$ cat src/rtl/moddiv_pkg.sv
// Shared definitions for the binary modular-division controller.
//   state_t        : controller FSM states
//   DEF_W          : default operand width
//   def_max_iter() : default RUN-operation limit for a given width
package moddiv_pkg;

   localparam int DEF_W = 32;

   typedef enum logic [1:0] {
      ST_IDLE,
      ST_LOAD,
      ST_RUN,
      ST_DONE
   } state_t;

   // The binary GCD finishes in at most about 2*W halvings plus subtracts.
   // 4*W leaves comfortable headroom before declaring a timeout.
   function automatic int def_max_iter(input int w);
      return 4 * w;
   endfunction

endpackage

$ cat src/rtl/moddiv_ctrl.sv
// Control FSM for the binary modular-division core (x = a/b mod p).
//   clk, rst           : clock and synchronous active-high reset
//   start              : request a new division (accepted only in IDLE)
//   u_/v_ status bits  : logical u/v comparator results from the datapath
//   load, u_flag_rst   : datapath load and u-flag force, asserted in LOAD
//   u_flag_set         : swap the u/v roles via the u-flag
//   op_half_u/v, op_sub: datapath operation strobes
//   busy, done         : activity indication and completion pulse
//   err, result_sel    : outcome, held until the next accepted start
module moddiv_ctrl
   import moddiv_pkg::*;
#(
   parameter int W        = DEF_W,
   parameter int MAX_ITER = def_max_iter(W),
   parameter int CW       = $clog2(MAX_ITER + 1)
) (
   input  logic clk,
   input  logic rst,
   input  logic start,
   input  logic u_is_zero,
   input  logic v_is_zero,
   input  logic u_is_one,
   input  logic v_is_one,
   input  logic u_even,
   input  logic v_even,
   input  logic u_ge_v,
   output logic load,
   output logic u_flag_rst,
   output logic u_flag_set,
   output logic op_half_u,
   output logic op_half_v,
   output logic op_sub,
   output logic busy,
   output logic done,
   output logic err,
   output logic result_sel
);

   state_t        state, state_d;
   logic [CW-1:0] cnt, cnt_d;
   logic          err_d, sel_d;

   always_ff @(posedge clk) begin
      if (rst) begin
         state      <= ST_IDLE;
         cnt        <= '0;
         err        <= 1'b0;
         result_sel <= 1'b0;
      end else begin
         state      <= state_d;
         cnt        <= cnt_d;
         err        <= err_d;
         result_sel <= sel_d;
      end
   end

   always_comb begin
      state_d    = state;
      cnt_d      = cnt;
      err_d      = err;
      sel_d      = result_sel;
      load       = 1'b0;
      u_flag_rst = 1'b0;
      u_flag_set = 1'b0;
      op_half_u  = 1'b0;
      op_half_v  = 1'b0;
      op_sub     = 1'b0;
      busy       = (state != ST_IDLE);
      done       = (state == ST_DONE);

      case (state)
         ST_IDLE: begin
            if (start) begin
               state_d = ST_LOAD;
               err_d   = 1'b0;
               sel_d   = 1'b0;
            end
         end
         ST_LOAD: begin
            load       = 1'b1;
            u_flag_rst = 1'b1;
            cnt_d      = '0;
            state_d    = ST_RUN;
         end
         ST_RUN: begin
            // Termination checks take precedence over any datapath op.
            // The limit check sits ahead of the op decode, so the count
            // stops at MAX_ITER and can never wrap.
            if (u_is_zero || v_is_zero) begin
               err_d   = 1'b1;
               state_d = ST_DONE;
            end else if (u_is_one) begin
               sel_d   = 1'b0;
               state_d = ST_DONE;
            end else if (v_is_one) begin
               sel_d   = 1'b1;
               state_d = ST_DONE;
            end else if (cnt == CW'(MAX_ITER)) begin
               err_d   = 1'b1;
               state_d = ST_DONE;
            end else begin
               cnt_d = cnt + CW'(1);
               if (u_even)       op_half_u  = 1'b1;
               else if (v_even)  op_half_v  = 1'b1;
               else if (!u_ge_v) u_flag_set = 1'b1;
               else              op_sub     = 1'b1;
            end
         end
         ST_DONE: begin
            state_d = ST_IDLE;
         end
         default: state_d = ST_IDLE;
      endcase
   end

endmodule

$ cat config.mk
export PLATFORM = sky130hd
export DESIGN_NAME = moddiv_ctrl
export DESIGN_NICKNAME = d
export VERILOG_FILES = /design/src/rtl/moddiv_pkg.sv /design/src/rtl/moddiv_ctrl.sv
export SDC_FILE = /design/constraint.sdc
export NUM_CORES = 1
export LEC_CHECK = 0
export ABC_AREA = 1
export CAP_MARGIN = 20
export CORE_ASPECT_RATIO = 1.1
export CORE_MARGIN = 5
export CORE_UTILIZATION = 44
export CTS_CLUSTER_DIAMETER = 120
export CTS_CLUSTER_SIZE = 14
export DETAILED_ROUTE_END_ITERATION = 10
export PLACE_DENSITY_LB_ADDON = 0.25
export SLEW_MARGIN = 20
export SYNTH_ARGS = -nofsm -noshare
export SYNTH_HDL_FRONTEND = slang
export SYNTH_SLANG_ARGS = --single-unit
$ cat constraint.sdc
create_clock -name clk -period 1.55 [get_ports clk]
set_clock_uncertainty 0.15 [all_clocks]
set_input_delay 0.31 -clock clk [delete_from_list [all_inputs] [get_ports clk]]
set_output_delay 0.31 -clock clk [all_outputs]
set_load 0.005 [all_outputs]
==> results of run 1 <==
what timing repair did:
item,in CTS,in global routing
gates resized for setup,49,60
buffers inserted,10,5
endpoints found under the setup margin,22,20
pin swaps,10,14
gates cloned,1,0
endpoints found under the hold margin,0,0
cell families (layout without fill, tap and decap cells):
kind of cell	count (synthesis)	after routing	synth area share, %
and+or+nand+nor	71	71	37.2
xor gates and xnor gates	1	1	1.00
DFF	12	12	27.5
buffers and inverters	24	80	12.9
adders and majority gates	7	7	10.0
AOI/OAI and AO/OA	19	19	11.4
worst reg2reg max path, stage by stage, from the launching register on:
cell,delay [ns]
dfxtp_2,0.34
inv_2,0.07
ha_4,0.14
nand2_4,0.05
nor2_4,0.14
nand2_4,0.08
nand3_4,0.07
buf_6,0.13
buf_4,0.11
buf_6,0.11
buf_8,0.14
nand2_8,0.09
nand2_4,0.08
nand2_4,0.06
nor2_4,0.11
report_power, final:
group / internal (mW) / switching, mW
registers: 0.365 / 0.0390
logic: 0.670 / 0.730
clock network: 0.143 / 0.113
total: 1.18 / 0.882
worst paths after layout:
check                                   to  slack, ns  cells past startpoint       start
worst max-delay path             op_half_u      -0.46                      6   v_is_zero
worst max register to register      cnt[0]      -0.39                     14      cnt[0]
worst min register to register  result_sel       0.32                      2  result_sel
worst min-delay path            result_sel       0.32                      2  result_sel
per-layer routing:
layer	track usage, %	part of all wire [%]
met5	0	0
met4	10.2	3.5
met3	3.45	7.2
met2	37.8	50
met1	22.2	40
cells in the mapped netlist (2+ instances only):
library cell and number:
inv_1 18, o21ai_0 4, nand2_1 29, nor2_1 17
ha_1 7, nand2_2 2, dfxtp_1 12, a21oi_1 13
nand3_1 17
state kept, by name, summed over array words and instances, names as in the netlist:
name,count
cnt,8
state,2
err,1
result_sel,1
per-stage QoR:
stage	util (%)	instances	TNS [ns]	worst slack, ns	hold slack, ns
4_1_cts	75.3	214	-3.09	-0.388	0.308
3_3_place_gp	65.6	200	-5.86	-0.686	0.284
5_1_grt	86.6	218	-6.48	-0.496	0.342
2_1_floorplan	-	134	-0.0144	-0.0144	0.287
3_5_place_dp	65.6	200	-6.78	-0.750	0.288
6_report	86.6	218	-5.36	-0.455	0.321
area by class of cell:
type	instances	area, um2
Multi-Input combinational cell	98	801
Timing Repair Buffer	56	493
Fill cell	95	262
Sequential cell	12	248
Inverter	20	82.6
Clock buffer	4	36.3
Tap cell	28	35.0
==> run metrics, run 1 <==
initial antenna violation count 0; DR DRC count 0; pwr dens 1210 nW/um2; critical path required time 1.09 ns; vias in the first global route 1,118; Ports 20; sequential area share after synthesis 27.5%; mapped cell area 875 um2; Startpoint Class input port; crit path DAT 1.55 ns; DR iter-0 viols 50; run status finished, violations left; CP Capture Type primary output; Synth top area share 27.5%; slowest CP cell clkdlybuf4s50_1; clk root buf clkbuf_4; final WL 3.85 mm; Die Width 52.5 um; Setup-failing EPs final 20; Placer Congestion 0.842; Max Cap Violations 0; fraction of layout cells with a size suffix above 1 55.8%; Std-Cell Core Area 1960 um2; Post-DRT Antenna Nets 0; cell count after synthesis 134; placed cell areas 1280 um2; Worst Tran Pin Value 0.289 ns; first-pass GRT wire length 4.75 mm; Peak VDD IR 1.25 mV; per-cell routed wire length 17.6 um; H-tree depth 1; most frequent cells in the layout 29 x buf_4, 15 x nand2_1, 12 x inv_1, 12 x nand3_1, 12 x nor2_1; Initial Util 44.7%; total track usage 20.8%; RSZ-0062 raised after global routing yes; vias per inst 5.57; ANT cells 0; f_max 499 MHz; failing checks negative setup slack; Leak 0.737 nW; commonest non-fill, non-tap cell in the layout buf_4; TritonCTS Buffers 3; first-pass iteration count of the detailed router 4; Rel. slew slack 80.6%; design area 1700 um2; Yosys warnings 0; vias 1,215; min cycle time layout 2.01 ns; Final Hold Vio Count 0; Clk Latency, worst-skew pair 0.28 ns; Die Y 56.8 um; Seq cells post-synth 12; CTS tree built; post-synth cell types 24; Synth Area per Inst 6.53 um2; CTS Sinks 12; Worst Path Buf+Inv 3; Mapped Nets 151; cell accounting for the most synthesized area dfxtp_1; ranking of synthesized cells by area dfxtp_1 27%, nand2_1 12%, ha_1 10%; Most used DFF post-synth dfxtp_1; final setup margin -0.455 ns; Post-synth EDFFs 0; Bufs on Longest Clock Path 2; Top delay family on crit path buffers and inverters; Max stage delay on crit path 0.44 ns; P&R area growth vs syn 93.8%; largest net degree at the start of global routing 10; FP Rows 17; Die ar. 2980 um2; GRT overflow 0; Worst Path Max Fanout 2; critical path, cell by cell clkdlybuf4s50_1 > nor2_1 > nand3_4 > buf_4 > nor2_1 > buf_2; period utilisation layout 129%; cell mode on critical path nor2_1; Power Total 2.06 mW; CTS Hold Bufs 0; Max Slew Vio Count 0; dpl hpwl 1.88 mm; HP Class reg -> reg; CP Class in -> out; clk slew on worst S/H paths 0.08 ns; asr flop ratio synth 0%; # nets final 208; Port Buffer Count 19
(Power assumes the default switching activity.)
==> run 2, diff against run 1 <==
--- a/config.mk
+++ b/config.mk
@@ -8,7 +8,7 @@
 export ABC_AREA = 1
 export CAP_MARGIN = 20
 export CORE_ASPECT_RATIO = 1.1
-export CORE_MARGIN = 5
+export CORE_MARGIN = 2
 export CORE_UTILIZATION = 44
 export CTS_CLUSTER_DIAMETER = 120
 export CTS_CLUSTER_SIZE = 14
==> run metrics, run 2 (synthesis gave the netlist of run 1 again) <==
run status finished, violations left; failing checks negative setup slack; Placer Congestion 0.870; final WL 3.01 mm; commonest non-fill, non-tap cell in the layout buf_4; GRT Max-Usage Layer met2; per-cell routed wire length 14.1 um; Worst Tran Pin Value 0.414 ns; vias 1,107; Peak VDD IR 1.25 mV; Most flops, register cnt; max reg flops 8; P&R area growth vs syn 75.5%; storage element area 246 um2; placed cell areas 1280 um2; HP Class reg -> reg; Leak 0.649 nW; Std-Cell Core Area 1820 um2; Post-DRT Antenna Nets 0; Finished Core Util 84.3%; Bufs on Longest Clock Path 2; pwr dens 1240 nW/um2; WHS Path Cells 2; DR iter-0 viols 29; clk slew on worst S/H paths 0.08 ns; period utilisation layout 123%; initial antenna violation count 0; Worst Path Max Fanout 5; first-pass iteration count of the detailed router 4; Clk Latency, worst-skew pair 0.27 ns; most frequent cells in the layout 28 x buf_4, 24 x nand2_1, 16 x nand3_1; DR DRC count 0; final cell count without fillers 213; met1 usage 26.2%; Die ar. 2360 um2; ANT cells 0; H-tree depth 1; met2 usage 47.9%; Startpoint Class flip-flop; design area 1540 um2; vias in the first global route 1,059; FP Rows 16; CTS Sinks 12; Ports 20; CP Class reg -> out; WHS 0.319 ns; met3 Resource Use GR 3.60%; Rel. slew slack 72.1%; biggest regs cnt (8), state (2); dpl cells 199; area of the multi-input gates 703 um2; f_max 526 MHz; dpl hpwl 1.85 mm; Die Y 50.8 um; RSZ-0062 raised after global routing yes; total track usage 25.0%; vias per inst 5.20; Final Hold Vio Count 0; fraction of layout cells with a size suffix above 1 47.3%; TritonCTS Buffers 3; setup TNS -2.47 ns; Die Width 46.5 um; CP Capture Type primary output; FILL cells 105; GRT overflow 0; final setup margin -0.352 ns; worst reg-to-reg path cell count 12; critical path required time 1.09 ns; Max Slew Vio Count 0; largest net degree at the start of global routing 12; # nets final 204; CTS tree built; crit path DAT 1.44 ns; Initial Util 48.0%; clk root buf clkbuf_4; Port Buffer Count 19; Max Cap Violations 0; first-pass GRT wire length 4.37 mm; Setup-failing EPs final 20; min cycle time layout 1.90 ns
## run 2: changes by cell type in the layout (fill, tap and decap cells not counted), sizes merged
cell,change
buf,-6
clkbuf,+2
clkinv,+1
inv,-1
## run 2: worst max-delay path, cell delays in order (launching register included)
cell	delay (ns)
dfxtp_2	0.33
inv_2	0.09
ha_4	0.15
nand2_4	0.06
nor2_4	0.12
nand3_4	0.13
nor4_4	0.14
buf_2	0.15
## run 2: power breakdown
part           internal (mW)  switching [mW]
clock network          0.142           0.109
logic                  0.624           0.631
registers              0.363          0.0423
## run 2: path summary, 6_finish.rpt
path,to,slack [ns],start
worst max-delay path,u_flag_set,-0.35,state[0]
worst min-delay path,result_sel,0.32,result_sel
worst max register to register,state[1],-0.13,state[1]
worst min register to register,result_sel,0.32,result_sel
## run 2: per-stage QoR
stage                     power (mW)  worst slack, ns
after floorplan                0.799          -0.0144
after global placement          1.20           -0.679
after CTS                       1.56           -0.321
final                           1.91           -0.352
after detailed placement        1.22           -0.753
after global routing            2.02           -0.407
## run 2: final cells by class
cell class | instances | area share, %
inverter | 20 | 5.87
timing repair buffer | 52 | 27.7
sequential | 12 | 16.1
multi-input combinational | 98 | 45.8
tap | 27 | 2.20
clock buffer | 4 | 2.36
## run 2: timing repair
action                     in CTS  in global routing
hold buffers                    0                  0
pin swaps                      10                 12
setup endpoints to repair      22                 20
gates resized for setup        45                 34
buffers inserted                4                  8
gates cloned                    0                  0
hold endpoints to repair        0                  0
## run 2: per-layer routing
layer | routed length, um | up-vias
met2 | 1680 | 39
met1 | 1110 | 528
met4 | 100 | 0
met3 | 116 | 10
li1 | - | 530
met5 | 0 | -
==> run 3, diff against run 2 <==
--- a/config.mk
+++ b/config.mk
@@ -10,7 +10,7 @@
 export CORE_ASPECT_RATIO = 1.1
 export CORE_MARGIN = 2
 export CORE_UTILIZATION = 44
-export CTS_CLUSTER_DIAMETER = 120
+export CTS_CLUSTER_DIAMETER = 80
 export CTS_CLUSTER_SIZE = 14
 export DETAILED_ROUTE_END_ITERATION = 10
 export PLACE_DENSITY_LB_ADDON = 0.25
==> results of run 3 <==
No change in the layout: final DEF, timing and power equal those of run 2.
